<file path="config.mk">
export PLATFORM = sky130hd
export DESIGN_NAME = acc_seq_ctrl
export DESIGN_NICKNAME = d
export VERILOG_FILES = /design/src/rtl/acc_seq_ctrl.sv
export SDC_FILE = /design/constraint.sdc
export NUM_CORES = 1
export LEC_CHECK = 0
export ABC_AREA = 1
export ABC_CLOCK_PERIOD_IN_PS = 3200
export BUFFER_PORTS_ARGS = -buffer_cell sky130_fd_sc_hd__buf_2
export CAP_MARGIN = 20
export CORE_UTILIZATION = 58
export DETAILED_ROUTE_END_ITERATION = 16
export GPL_TIMING_DRIVEN = 0
export PLACE_DENSITY = 0.95
export SETUP_SLACK_MARGIN = 0.5
export SLEW_MARGIN = 5
export SYNTH_ARGS = -nofsm -noshare
export SYNTH_HDL_FRONTEND = slang
export SYNTH_SLANG_ARGS = --single-unit
</file>
<file path="constraint.sdc">
create_clock -name iClk -period 3.2 [get_ports iClk]
set_input_delay 0.16 -clock iClk [delete_from_list [all_inputs] [get_ports iClk]]
set_output_delay 0.16 -clock iClk [all_outputs]
set_load 0.03 [all_outputs]
</file>
<file path="src/rtl/acc_seq_ctrl.sv">
// Instruction sequencer for the 8-bit dual-accumulator datapath: owns A/B and carries CA/CB,
// fetches memory operands, drives the external ALU, writes results back and resolves branches.
module acc_seq_ctrl #(
  parameter int unsigned MEM_AW = 8
) (
  input  logic              iClk,
  input  logic              iReset,
  input  logic              iInstValid,
  output logic              oInstReady,
  input  logic [5:0]        iOpcode,
  input  logic [7:0]        iOperand,
  output logic [7:0]        oAluOper1,
  output logic [7:0]        oAluOper2,
  output logic [5:0]        oAluInstSel,
  input  logic [7:0]        iAluData,
  input  logic              iAluBCA,
  input  logic              iAluBCB,
  output logic [MEM_AW-1:0] oMemAddr,
  output logic              oMemRd,
  output logic              oMemWr,
  output logic [7:0]        oMemWrData,
  input  logic [7:0]        iMemRdData,
  input  logic              iMemAck,
  output logic [7:0]        oAccA,
  output logic [7:0]        oAccB,
  output logic              oCA,
  output logic              oCB,
  output logic              oBranchTaken,
  output logic [7:0]        oBranchTarget,
  output logic              oIllegal,
  output logic              oDone
);

  localparam logic [5:0] OpLdb   = 6'h01;
  localparam logic [5:0] OpLdcb  = 6'h03;
  localparam logic [5:0] OpSta   = 6'h04;
  localparam logic [5:0] OpStb   = 6'h05;
  localparam logic [5:0] OpAdda  = 6'h06;
  localparam logic [5:0] OpSuba  = 6'h0A;
  localparam logic [5:0] OpSubcb = 6'h0D;
  localparam logic [5:0] OpOrcb  = 6'h15;
  localparam logic [5:0] OpAsla  = 6'h16;
  localparam logic [5:0] OpAsra  = 6'h17;
  localparam logic [5:0] OpJmp   = 6'h18;
  localparam logic [5:0] OpBapl  = 6'h1E;
  localparam logic [5:0] OpBbeq  = 6'h1F;
  localparam logic [5:0] OpBbpl  = 6'h24;

  typedef enum logic [2:0] {
    StIdle,
    StMemRd,
    StExec,
    StMemWr,
    StDone
  } state_e;

  // ---------------------------------------------------------------------------------------------
  // Opcode decode
  // ---------------------------------------------------------------------------------------------
  function automatic logic op_illegal(input logic [5:0] op);
    return op > OpBbpl;
  endfunction

  function automatic logic op_load(input logic [5:0] op);
    return op <= OpLdb;
  endfunction

  function automatic logic op_ldc(input logic [5:0] op);
    return (op > OpLdb) && (op <= OpLdcb);
  endfunction

  function automatic logic op_store(input logic [5:0] op);
    return (op == OpSta) || (op == OpStb);
  endfunction

  function automatic logic op_alu(input logic [5:0] op);
    return (op >= OpAdda) && (op <= OpOrcb);
  endfunction

  // ALU ops come in groups of four: X-A, X-B, X-CA, X-CB; bit 1 of the offset marks the C form.
  function automatic logic op_alu_c(input logic [5:0] op);
    logic [5:0] idx;
    idx = op - OpAdda;
    return op_alu(op) && idx[1];
  endfunction

  function automatic logic op_shift(input logic [5:0] op);
    return (op == OpAsla) || (op == OpAsra);
  endfunction

  function automatic logic op_b_target(input logic [5:0] op);
    return (op <= OpOrcb) && op[0];
  endfunction

  function automatic logic op_sub(input logic [5:0] op);
    return (op >= OpSuba) && (op <= OpSubcb);
  endfunction

  function automatic logic op_carry(input logic [5:0] op);
    return (op >= OpAdda) && (op <= OpSubcb);
  endfunction

  // Returns {oper1, oper2}. The ALU computes oper2 - oper1, so B subtractions swap the operands.
  function automatic logic [15:0] alu_route(input logic [5:0] op, input logic [7:0] m,
                                            input logic [7:0] a, input logic [7:0] b);
    if (op_shift(op)) begin
      return {a, 8'h00};
    end
    if (op_b_target(op)) begin
      return op_sub(op) ? {m, b} : {b, m};
    end
    return {a, m};
  endfunction

  // Conditions per accumulator in order EQ, NE, CS, CC, MI, PL.
  function automatic logic branch_eval(input logic [5:0] op, input logic [7:0] a,
                                       input logic [7:0] b, input logic ca, input logic cb);
    logic [7:0] acc;
    logic       c;
    logic [5:0] idx;
    if (op == OpJmp) begin
      return 1'b1;
    end
    if (op <= OpBapl) begin
      acc = a;
      c   = ca;
      idx = op - (OpJmp + 6'd1);
    end else begin
      acc = b;
      c   = cb;
      idx = op - OpBbeq;
    end
    case (idx)
      6'd0:    return acc == 8'h00;
      6'd1:    return acc != 8'h00;
      6'd2:    return c;
      6'd3:    return !c;
      6'd4:    return acc[7];
      default: return !acc[7];
    endcase
  endfunction

  // ---------------------------------------------------------------------------------------------
  // State
  // ---------------------------------------------------------------------------------------------
  state_e              state_q, state_d;
  logic [5:0]          op_q, op_d;
  logic                ready_q, ready_d;
  logic                done_q, done_d;
  logic                taken_q, taken_d;
  logic                illegal_q, illegal_d;
  logic [7:0]          target_q, target_d;
  logic [7:0]          acc_a_q, acc_a_d;
  logic [7:0]          acc_b_q, acc_b_d;
  logic                ca_q, ca_d;
  logic                cb_q, cb_d;
  logic                rd_q, rd_d;
  logic                wr_q, wr_d;
  logic [MEM_AW-1:0]   addr_q, addr_d;
  logic [7:0]          wdata_q, wdata_d;
  logic [7:0]          oper1_q, oper1_d;
  logic [7:0]          oper2_q, oper2_d;
  logic [5:0]          sel_q, sel_d;
  logic [15:0]         route;
  logic                xfer;

  assign xfer = iInstValid && ready_q;

  always_comb begin
    state_d   = state_q;
    op_d      = op_q;
    target_d  = target_q;
    acc_a_d   = acc_a_q;
    acc_b_d   = acc_b_q;
    ca_d      = ca_q;
    cb_d      = cb_q;
    rd_d      = rd_q;
    wr_d      = wr_q;
    addr_d    = addr_q;
    wdata_d   = wdata_q;
    taken_d   = 1'b0;
    illegal_d = 1'b0;
    oper1_d   = 8'h00;
    oper2_d   = 8'h00;
    sel_d     = 6'h00;
    route     = 16'h0000;

    case (state_q)
      StIdle: begin
        if (xfer) begin
          op_d     = iOpcode;
          target_d = iOperand;
          addr_d   = MEM_AW'(iOperand);
          if (op_illegal(iOpcode)) begin
            illegal_d = 1'b1;
            state_d   = StDone;
          end else if (op_load(iOpcode) || (op_alu(iOpcode) && !op_alu_c(iOpcode))) begin
            rd_d    = 1'b1;
            state_d = StMemRd;
          end else if (op_store(iOpcode)) begin
            wr_d    = 1'b1;
            wdata_d = iOpcode[0] ? acc_b_q : acc_a_q;
            state_d = StMemWr;
          end else if (op_ldc(iOpcode)) begin
            if (iOpcode[0]) acc_b_d = iOperand;
            else            acc_a_d = iOperand;
            state_d = StDone;
          end else if (op_alu_c(iOpcode) || op_shift(iOpcode)) begin
            route              = alu_route(iOpcode, iOperand, acc_a_q, acc_b_q);
            {oper1_d, oper2_d} = route;
            sel_d              = iOpcode;
            state_d            = StExec;
          end else begin
            taken_d = branch_eval(iOpcode, acc_a_q, acc_b_q, ca_q, cb_q);
            state_d = StDone;
          end
        end
      end
      StMemRd: begin
        if (iMemAck) begin
          rd_d = 1'b0;
          if (op_load(op_q)) begin
            if (op_q[0]) acc_b_d = iMemRdData;
            else         acc_a_d = iMemRdData;
            state_d = StDone;
          end else begin
            route              = alu_route(op_q, iMemRdData, acc_a_q, acc_b_q);
            {oper1_d, oper2_d} = route;
            sel_d              = op_q;
            state_d            = StExec;
          end
        end
      end
      StExec: begin
        if (op_b_target(op_q)) begin
          acc_b_d = iAluData;
          if (op_carry(op_q)) cb_d = iAluBCB;
        end else begin
          acc_a_d = iAluData;
          if (op_carry(op_q)) ca_d = iAluBCA;
        end
        state_d = StDone;
      end
      StMemWr: begin
        if (iMemAck) begin
          wr_d    = 1'b0;
          state_d = StDone;
        end
      end
      StDone:  state_d = StIdle;
      default: state_d = StIdle;
    endcase

    done_d  = (state_d == StDone);
    ready_d = (state_d == StIdle);
  end

  always_ff @(posedge iClk or posedge iReset) begin
    if (iReset) begin
      state_q   <= StIdle;
      op_q      <= 6'h00;
      ready_q   <= 1'b0;
      done_q    <= 1'b0;
      taken_q   <= 1'b0;
      illegal_q <= 1'b0;
      target_q  <= 8'h00;
      acc_a_q   <= 8'h00;
      acc_b_q   <= 8'h00;
      ca_q      <= 1'b0;
      cb_q      <= 1'b0;
      rd_q      <= 1'b0;
      wr_q      <= 1'b0;
      addr_q    <= '0;
      wdata_q   <= 8'h00;
      oper1_q   <= 8'h00;
      oper2_q   <= 8'h00;
      sel_q     <= 6'h00;
    end else begin
      state_q   <= state_d;
      op_q      <= op_d;
      ready_q   <= ready_d;
      done_q    <= done_d;
      taken_q   <= taken_d;
      illegal_q <= illegal_d;
      target_q  <= target_d;
      acc_a_q   <= acc_a_d;
      acc_b_q   <= acc_b_d;
      ca_q      <= ca_d;
      cb_q      <= cb_d;
      rd_q      <= rd_d;
      wr_q      <= wr_d;
      addr_q    <= addr_d;
      wdata_q   <= wdata_d;
      oper1_q   <= oper1_d;
      oper2_q   <= oper2_d;
      sel_q     <= sel_d;
    end
  end

  assign oInstReady    = ready_q;
  assign oAluOper1     = oper1_q;
  assign oAluOper2     = oper2_q;
  assign oAluInstSel   = sel_q;
  assign oMemAddr      = addr_q;
  assign oMemRd        = rd_q;
  assign oMemWr        = wr_q;
  assign oMemWrData    = wdata_q;
  assign oAccA         = acc_a_q;
  assign oAccB         = acc_b_q;
  assign oCA           = ca_q;
  assign oCB           = cb_q;
  assign oBranchTaken  = taken_q;
  assign oBranchTarget = target_q;
  assign oIllegal      = illegal_q;
  assign oDone         = done_q;

endmodule

</file>
==> impl_results.rst, run 1 <==
.. list-table::
   :header-rows: 1

   * - Metric
     - Value
   * - Per-cell via count in the routed design
     - around 5.7
   * - Setup Viol. Count Final
     - 0
   * - Htree depth
     - 3
   * - Number of detailed-route iterations in the first pass
     - 5
   * - Number of sinks driven by the clock tree
     - between 70 and 80
   * - Required time worst endpoint
     - between 3000 and 4000 ps
   * - Number of nets in the final layout
     - 731
   * - CTS tree
     - built
   * - Number of logic stages on the critical path including buffering
     - 11
   * - Leading area contributor after synthesis
     - sky130_fd_sc_hd__dfrtp_1
   * - Unrepaired setup endpoints after global routing
     - no
   * - End of the critical path
     - oAccA[0]
   * - Critical register-to-register path startpoint
     - state_q[2]
   * - Final clock period utilization by the worst path
     - around two thirds
   * - Critical path arrival
     - around 2300 ps
   * - Worst hold slack after final layout
     - -0.513 ps
   * - Highest routing layer actually used
     - met4
   * - Number of slew-limit violations in the final report
     - 0
   * - Post-synthesis register bit count
     - 71
   * - Die height
     - just under 90 µm
   * - Count of cell types in the netlist
     - 34
   * - Synth warnings
     - 0
   * - Placed cells
     - 777
   * - Post-synthesis async set-or-reset flop share
     - 100%
   * - Failing checks
     - negative hold slack
   * - Number of antenna violations at the first check in global routing
     - 0
   * - Antenna cells
     - 0
   * - Status
     - complete, but fails checks
   * - Number of nets produced by synthesis
     - 616
   * - Fmax
     - 0.479 GHz
   * - DRC
     - 0
   * - Top FF cell, synth
     - sky130_fd_sc_hd__dfrtp_1
   * - Layout Area Growth over Synthesis
     - 19.7%
   * - Maximum buffer depth of the clock tree
     - 2
   * - Largest net degree at the start of global routing
     - between 70 and 80
   * - CP Launch Point
     - state_q[2]
   * - Wl on met1
     - around 5.3 mm
   * - Standby leakage power
     - about 0.0027 µW
   * - Number of CTS-inserted buffers
     - 9
   * - Min cycle time layout
     - around 2100 ps
   * - Series of cell instances along the critical path
     - inv_1 -> nand2_2 -> nor2_4 -> inv_2 -> nand2_2 -> nor2_2 -> nor3_2 -> nand3b_2 -> buf_6 -> nand2_1 -> o21ai_2
   * - Power Dens Cells
     - about 900 nW/µm²
   * - All-layer global routing usage
     - a little over a third
   * - Clock slew seen by the registers of the worst setup and hold paths
     - ~90 ps
   * - Hold violation count in the final report
     - 1
   * - Buffer and inverter count on the worst path
     - 3
   * - Startpoint type of the worst setup path
     - flop
   * - Routability cong.
     - slightly below 1
   * - Worst clock skew
     - about 8.6 ps
   * - Routed met2 length
     - between 5 and 6 mm
   * - Vias after detailed routing
     - between 4000 and 5000
   * - Max-Cap Viols
     - 0
   * - Total gr overflow
     - 0
   * - Post-synthesis instance total
     - around 580
   * - First-pass GRT wire length
     - 20.2 mm
   * - Worst hold path class
     - input port to flop
   * - Clk_lat worst skew
     - 370 ps
   * - Core region area
     - 6940 µm²
   * - Mean Syn Cell Area
     - roughly 7.3 µm²
   * - Worst path slowest cell
     - sky130_fd_sc_hd__dfrtp_1
   * - Final Non-Filler Cells
     - slightly below 800
   * - Number of buffers inserted by port buffering
     - about 100
   * - Slew at the pin with the worst max-slew slack
     - 858 ps
   * - Worst-case reg-to-reg path depth
     - 11
   * - I/O pin count
     - ~110
   * - Initial detailed-routing violation count
     - ~430
   * - Cell seen most often among critical-path stages
     - sky130_fd_sc_hd__nand2_2
   * - CTS root buffer
     - sky130_fd_sc_hd__clkbuf_8
   * - Horizontal die dimension
     - ~88 µm
   * - Largest driver fanout on the critical path
     - 10
   * - Highest ir drop seen on vdd
     - 0.665 mV
   * - Crit Path Category
     - flop to flop
   * - Worst setup slack for register-to-register paths
     - about 1100 ps
   * - Via count of the first global-routing pass
     - just over 4000
   * - Synthesized cell area
     - ~4200 µm²
   * - Cell types with the highest counts after synthesis
     - 173 x sky130_fd_sc_hd__nand2_1, 71 x sky130_fd_sc_hd__dfrtp_1, 69 x sky130_fd_sc_hd__inv_1, 64 x sky130_fd_sc_hd__o21ai_0, 29 x sky130_fd_sc_hd__nor2_1
   * - Initial Util
     - between 60 and 70%
   * - Design Power
     - roughly 4500 µW
   * - Final critical-path setup slack
     - 1110 ps
   * - Area share of the leading cell type in the synthesized netlist
     - a little over two fifths
   * - Reg2Reg Capture Point
     - oAccA[0]
   * - Routed length per instance
     - ~16 µm
   * - Cell class contributing the biggest share of worst-path delay
     - simple AND/OR/NAND/NOR gates
   * - Wire length on met3
     - about 1.3 mm
   * - Biggest cell delay along the critical path
     - ~400 ps
   * - Max_slew headroom
     - a little over two fifths
   * - Fraction of final layout cells sized beyond drive strength 1
     - between 20% and 30%
   * - Post-cts gate resize count
     - 0
   * - Number of core rows
     - 30
   * - Antenna-violating nets left
     - 0
   * - Cell types occupying the most area after synthesis
     - sky130_fd_sc_hd__dfrtp_1 42%, sky130_fd_sc_hd__nand2_1 15%, sky130_fd_sc_hd__o21ai_0 7.5%
   * - Number of enable-type register cells in the synthesized netlist
     - 0
   * - Die area
     - 7670 µm²
   * - Post-DP HPWL
     - between 9 and 10 mm
   * - Final setup TNS
     - 0 ps
   * - Setup slack at placement
     - 911 ps
   * - Fraction of the yosys area taken by sequential cells
     - a little over two fifths
   * - Count leader, synth
     - sky130_fd_sc_hd__nand2_1
   * - Final wirelength
     - about 13 mm
   * - Kind of capture point of the worst setup path
     - flop
==> area by class of cell <==
cell class	count	area [µm²]
Buffer	26	159
Clock buffer	9	124
Clock inverter	7	63.8
Fill cell	569	1860
Inverter	77	292
Multi-Input combinational cell	404	2020
Sequential cell	71	1780
Tap cell	96	120
Timing Repair Buffer	104	526
==> where the power goes <==
| group | leakage (µW) | internal [µW] | total, µW | switching, µW |
|---|---|---|---|---|
| registers | 0.000926 | 1160 | 1420 | 258 |
| logic | 0.00173 | 711 | 2350 | 1640 |
| clock network | 0.0000903 | 298 | 709 | 411 |
| total | 0.00274 | 2170 | 4480 | 2310 |
==> how the worst min path moves through the flow <==
stage                       start   to  slack (ps)  cells after the start
final                     iAluBCB  oCB        -0.5                      3
after global routing      iAluBCB  oCB          20                      3
after CTS                 iAluBCB  oCB           4                      3
after detailed placement  iAluBCB  oCB         380                      3
after global placement    iAluBCA  oCA         370                      3
after floorplan           iAluBCA  oCA         280                      2
==> routing by layer <==
layer  up-vias  GRT usage (%)
met5         -              0
met4         0           13.4
met3        39           7.82
met2       303           53.6
met1      2101           49.4
li1       2105              -
==> cell usage in the layout, fill, tap and decap left out, drive strengths merged, types with 8 or more instances in the layout <==
cell type	Yosys	layout
a21oi	22	22
nor3	8	8
o211ai	9	9
buf	20	123
nand2	178	178
o22ai	9	9
nor2	39	39
inv	77	81
clkbuf	6	15
dfrtp	71	71
nand3	28	28
o21ai	90	90
==> kinds of logic after synthesis <==
logic type / Yosys count / share of synthesized area, %
and+or+nand+nor: 261 / 26.7
AOI/OAI and AO/OA: 141 / 20.3
DFF: 71 / 41.8
adders and majority gates: 2 / 0.589
buffers and inverters: 103 / 10.5
==> state kept, by name (all words and copies together) (netlist names) <==
name and cells:
oAccA 8, oAccB 8, oAluInstSel 6, oAluOper1 8, oAluOper2 8, oBranchTaken 1, oCA 1, oCB 1
oDone 1, oIllegal 1, oInstReady 1, oMemAddr 8, oMemRd 1, oMemWr 1, oMemWrData 8, op_q 6
state_q 3
==> worst reg2reg max path, delay by kind of cell (launching register included) <==
kind | cells | cell delay, ps
compound gates | 1 | 50
buf+inv | 3 | 420
flops | 1 | 400
simple gates | 7 | 1110
==> what timing repair did <==
item                       CTS  global route
setup endpoints to repair    0             0
hold endpoints to repair    30             0
hold buffers                 1             0
setup buffers                0             0
==> through the flow <==
step / utilization [%] / instance area, µm²
finish: 73.2 / 5080
global route: 73.2 / 5080
CTS: 73.2 / 5080
detailed placement: 70.3 / 4880
global placement: 70.3 / 4880
floorplan: - / 4250
Power figures use the tool's default switching activity.
==> run 2: changes to the inputs <==
--- a/config.mk
+++ b/config.mk
@@ -6,13 +6,13 @@
 export NUM_CORES = 1
 export LEC_CHECK = 0
 export ABC_AREA = 1
-export ABC_CLOCK_PERIOD_IN_PS = 3200
+export ABC_CLOCK_PERIOD_IN_PS = 1800
 export BUFFER_PORTS_ARGS = -buffer_cell sky130_fd_sc_hd__buf_2
 export CAP_MARGIN = 20
-export CORE_UTILIZATION = 58
+export CORE_UTILIZATION = 49
 export DETAILED_ROUTE_END_ITERATION = 16
 export GPL_TIMING_DRIVEN = 0
-export PLACE_DENSITY = 0.95
+export PLACE_DENSITY = 0.88
 export SETUP_SLACK_MARGIN = 0.5
 export SLEW_MARGIN = 5
 export SYNTH_ARGS = -nofsm -noshare
==> constraint.sdc (replaced) <==
create_clock -name iClk -period 1.8 [get_ports iClk]
set_input_delay 0.09 -clock iClk [delete_from_list [all_inputs] [get_ports iClk]]
set_output_delay 0.09 -clock iClk [all_outputs]
set_load 0.03 [all_outputs]
==> run 2 against run 1 <==
  * The run ends with negative hold slack, negative setup slack left
  * Final cell count grew 7.9%
  * Sequential power grew 91%
  * First-iteration DRC count grew 44%
  * Global-route usage shrank 1.2 points
  * Combinational power grew to 2.7 times the previous value
  * Register-to-register slack lost 1200 ps
  * Worst hold slack lost 3.1 ps
  * Non-clock buffer count grew 54
  * Sequential share of layout area shrank 7.7 points
  * Critical endpoint is now oAccA[7]
==> impl_results.rst, run 2 (synthesized netlist as in run 1, its figures left out) <==
.. list-table::
   :header-rows: 1

   * - Metric
     - Value
   * - Routed met2 length
     - approximately 8 mm
   * - Final clock period utilization by the worst path
     - 107%
   * - Placed Area
     - ~5000 µm²
   * - Min cycle time layout
     - just under 2000 ps
   * - Horizontal die dimension
     - approximately 95 µm
   * - Worst-case reg-to-reg path depth
     - 11
   * - Proportion of total power due to net switching
     - about half
   * - Number of nets in the final layout
     - 785
   * - Hold violation count in the final report
     - 1
   * - I/O pin count
     - approximately 110
   * - Number of core rows
     - 33
   * - Worst hold slack after final layout
     - -3.60 ps
   * - Critical path arrival
     - 2170 ps
   * - Max-Cap Viols
     - 0
   * - Worst clock skew
     - roughly 13 ps
   * - Startpoint type of the worst setup path
     - flop
   * - Post-route standard cell area excluding fillers
     - between 6000 and 7000 µm²
   * - Clk_lat worst skew
     - around 360 ps
   * - Routed length per instance
     - about 20 µm
   * - Core region area
     - about 8300 µm²
   * - Worst hold path class
     - input port to flop
   * - CTS root buffer
     - sky130_fd_sc_hd__clkbuf_8
   * - Layout Area Growth over Synthesis
     - 54.2%
   * - Failing checks
     - negative hold slack, negative setup slack
   * - Most common cell after layout, fill and taps aside
     - sky130_fd_sc_hd__nand2_1
   * - Required time worst endpoint
     - roughly 2000 ps
   * - Power Dens Cells
     - ~1600 nW/µm²
   * - Crit Path Category
     - flop to flop
   * - Final setup TNS
     - -1260 ps
   * - Wire length on met3
     - between 1.5 and 2 mm
   * - Number of CTS-inserted buffers
     - 9
   * - Kind of capture point of the worst setup path
     - flop
   * - Combinational cell fraction of total power
     - between 60 and 70%
   * - Antenna cells
     - 0
   * - Antenna-violating nets left
     - 0
   * - Status
     - complete, but fails checks
   * - Clock slew seen by the registers of the worst setup and hold paths
     - roughly 90 ps
   * - Number of buffers inserted by port buffering
     - between 100 and 150
   * - Unrepaired setup endpoints after global routing
     - yes
   * - Fmax
     - about 0.52 GHz
   * - Fraction of final layout cells sized beyond drive strength 1
     - 48.3%
   * - All-layer global routing usage
     - about a third
   * - Number of cells on the worst hold path
     - 3
   * - Per-cell via count in the routed design
     - about 6
   * - Htree depth
     - 3
   * - Cell internal power dissipation
     - about 5300 µW
   * - Total gr overflow
     - 0
   * - Flop pwr share
     - between 20% and 30%
   * - Maximum buffer depth of the clock tree
     - 2
   * - Vias after detailed routing
     - roughly 5000
   * - Number of detailed-route iterations in the first pass
     - 5
   * - Routability cong.
     - 0.958
   * - Largest driver fanout on the critical path
     - 5
   * - Part of the total power dissipated in the clock network
     - about 14%
   * - Initial Util
     - between 50% and 60%
   * - Setup Viol. Count Final
     - 22
   * - Final wirelength
     - 17.0 mm
   * - Slew at the pin with the worst max-slew slack
     - 658 ps
   * - Standby leakage power
     - about 0.0033 µW
   * - Highest ir drop seen on vdd
     - approximately 1.1 mV
   * - Number of slew-limit violations in the final report
     - 0
   * - Highest routing layer actually used
     - met4
   * - Largest net degree at the start of global routing
     - 43
   * - Utilization of the core after routing
     - approximately 79%
   * - Die height
     - ~95 µm
   * - First-pass GRT wire length
     - approximately 23 mm
   * - Post-DP HPWL
     - 10.2 mm
   * - Placed cells
     - 787
   * - Commonest cells after routing, fill and taps aside
     - 129 x sky130_fd_sc_hd__nand2_1, 105 x sky130_fd_sc_hd__buf_2, 64 x sky130_fd_sc_hd__dfrtp_1
   * - Number of antenna violations at the first check in global routing
     - 0
   * - Final Non-Filler Cells
     - ~860
   * - Net switching component of the power
     - between 5000 and 6000 µW
   * - CTS tree
     - built
   * - Final critical-path setup slack
     - -125 ps
   * - Initial detailed-routing violation count
     - approximately 610
   * - Die area
     - roughly 9000 µm²
   * - Number of sinks driven by the clock tree
     - 71
   * - Via count of the first global-routing pass
     - 4433
   * - Max_slew headroom
     - 56.1%
   * - Wl on met1
     - ~6.5 mm
   * - DRC
     - 0
==> run 2: timing repair <==
action / 4_1_cts / 5_1_grt
hold buffers: 3 / 0
resized for setup: 128 / 106
cloned: 5 / 2
endpoints found under the hold margin: 31 / 0
setup buffers: 29 / 15
pin swaps: 26 / 32
setup endpoints to repair: 67 / 70
==> run 2: per-stage QoR <==
| step | power, µW | setup slack [ps] |
|---|---|---|
| 2_1_floorplan | 5600 | 167 |
| 3_3_place_gp | 6700 | -237 |
| 3_5_place_dp | 6840 | -283 |
| 4_1_cts | 9470 | 109 |
| 5_1_grt | 11000 | -134 |
| 6_report | 10600 | -125 |
==> run 2: final timing paths <==
path | from | endpoint | slack, ps
max | op_q[3] | oAccA[7] | -120
min | iMemRdData[2] | oAluOper2[2] | -4
max reg2reg | op_q[3] | oAccA[7] | -120
min reg2reg | oMemWrData[2] | oMemWrData[2] | 490
max in group asynchronous | iReset | oCA | 810
min in group asynchronous | iReset | state_q[2] | 360
==> run 2: metal layers <==
layer / global-route usage [%] / up-vias
met4: 16.2 / 0
met1: 43.7 / 2421
met3: 7.58 / 110
met5: 0 / -
li1: - / 2232
met2: 54.2 / 385
==> run 2: critical path: stages, from the launching register on <==
cell and delay (ps):
sky130_fd_sc_hd__dfrtp_1 460, sky130_fd_sc_hd__inv_2 160, sky130_fd_sc_hd__nand2_4 80, sky130_fd_sc_hd__nor2_4 160
sky130_fd_sc_hd__nand2_2 90, sky130_fd_sc_hd__nand3_4 130, sky130_fd_sc_hd__nor2_4 60, sky130_fd_sc_hd__nor3_4 190
sky130_fd_sc_hd__nand3b_4 190, sky130_fd_sc_hd__buf_8 190, sky130_fd_sc_hd__nand2_2 50, sky130_fd_sc_hd__o21ai_2 50
==> run 2: final cells by class <==
| type | count | area [µm²] |
|---|---|---|
| fill | 548 | 1750 |
| clock inverter | 7 | 103 |
| timing repair buffer | 158 | 1150 |
| inverter | 77 | 310 |
| clock buffer | 9 | 124 |
| tap | 105 | 131 |
| sequential | 71 | 1790 |
| buffer | 26 | 264 |
| multi-input combinational | 404 | 2680 |
==> run 2: power by group through the flow <==
stage	sequential (µW)	clock [µW]	combinational (µW)
after floorplan	3220	0	2380
after CTS	2580	1470	5410
after detailed placement	2550	0	4280
after global routing	2760	1540	6740
after global placement	2520	0	4180
final	2710	1490	6420
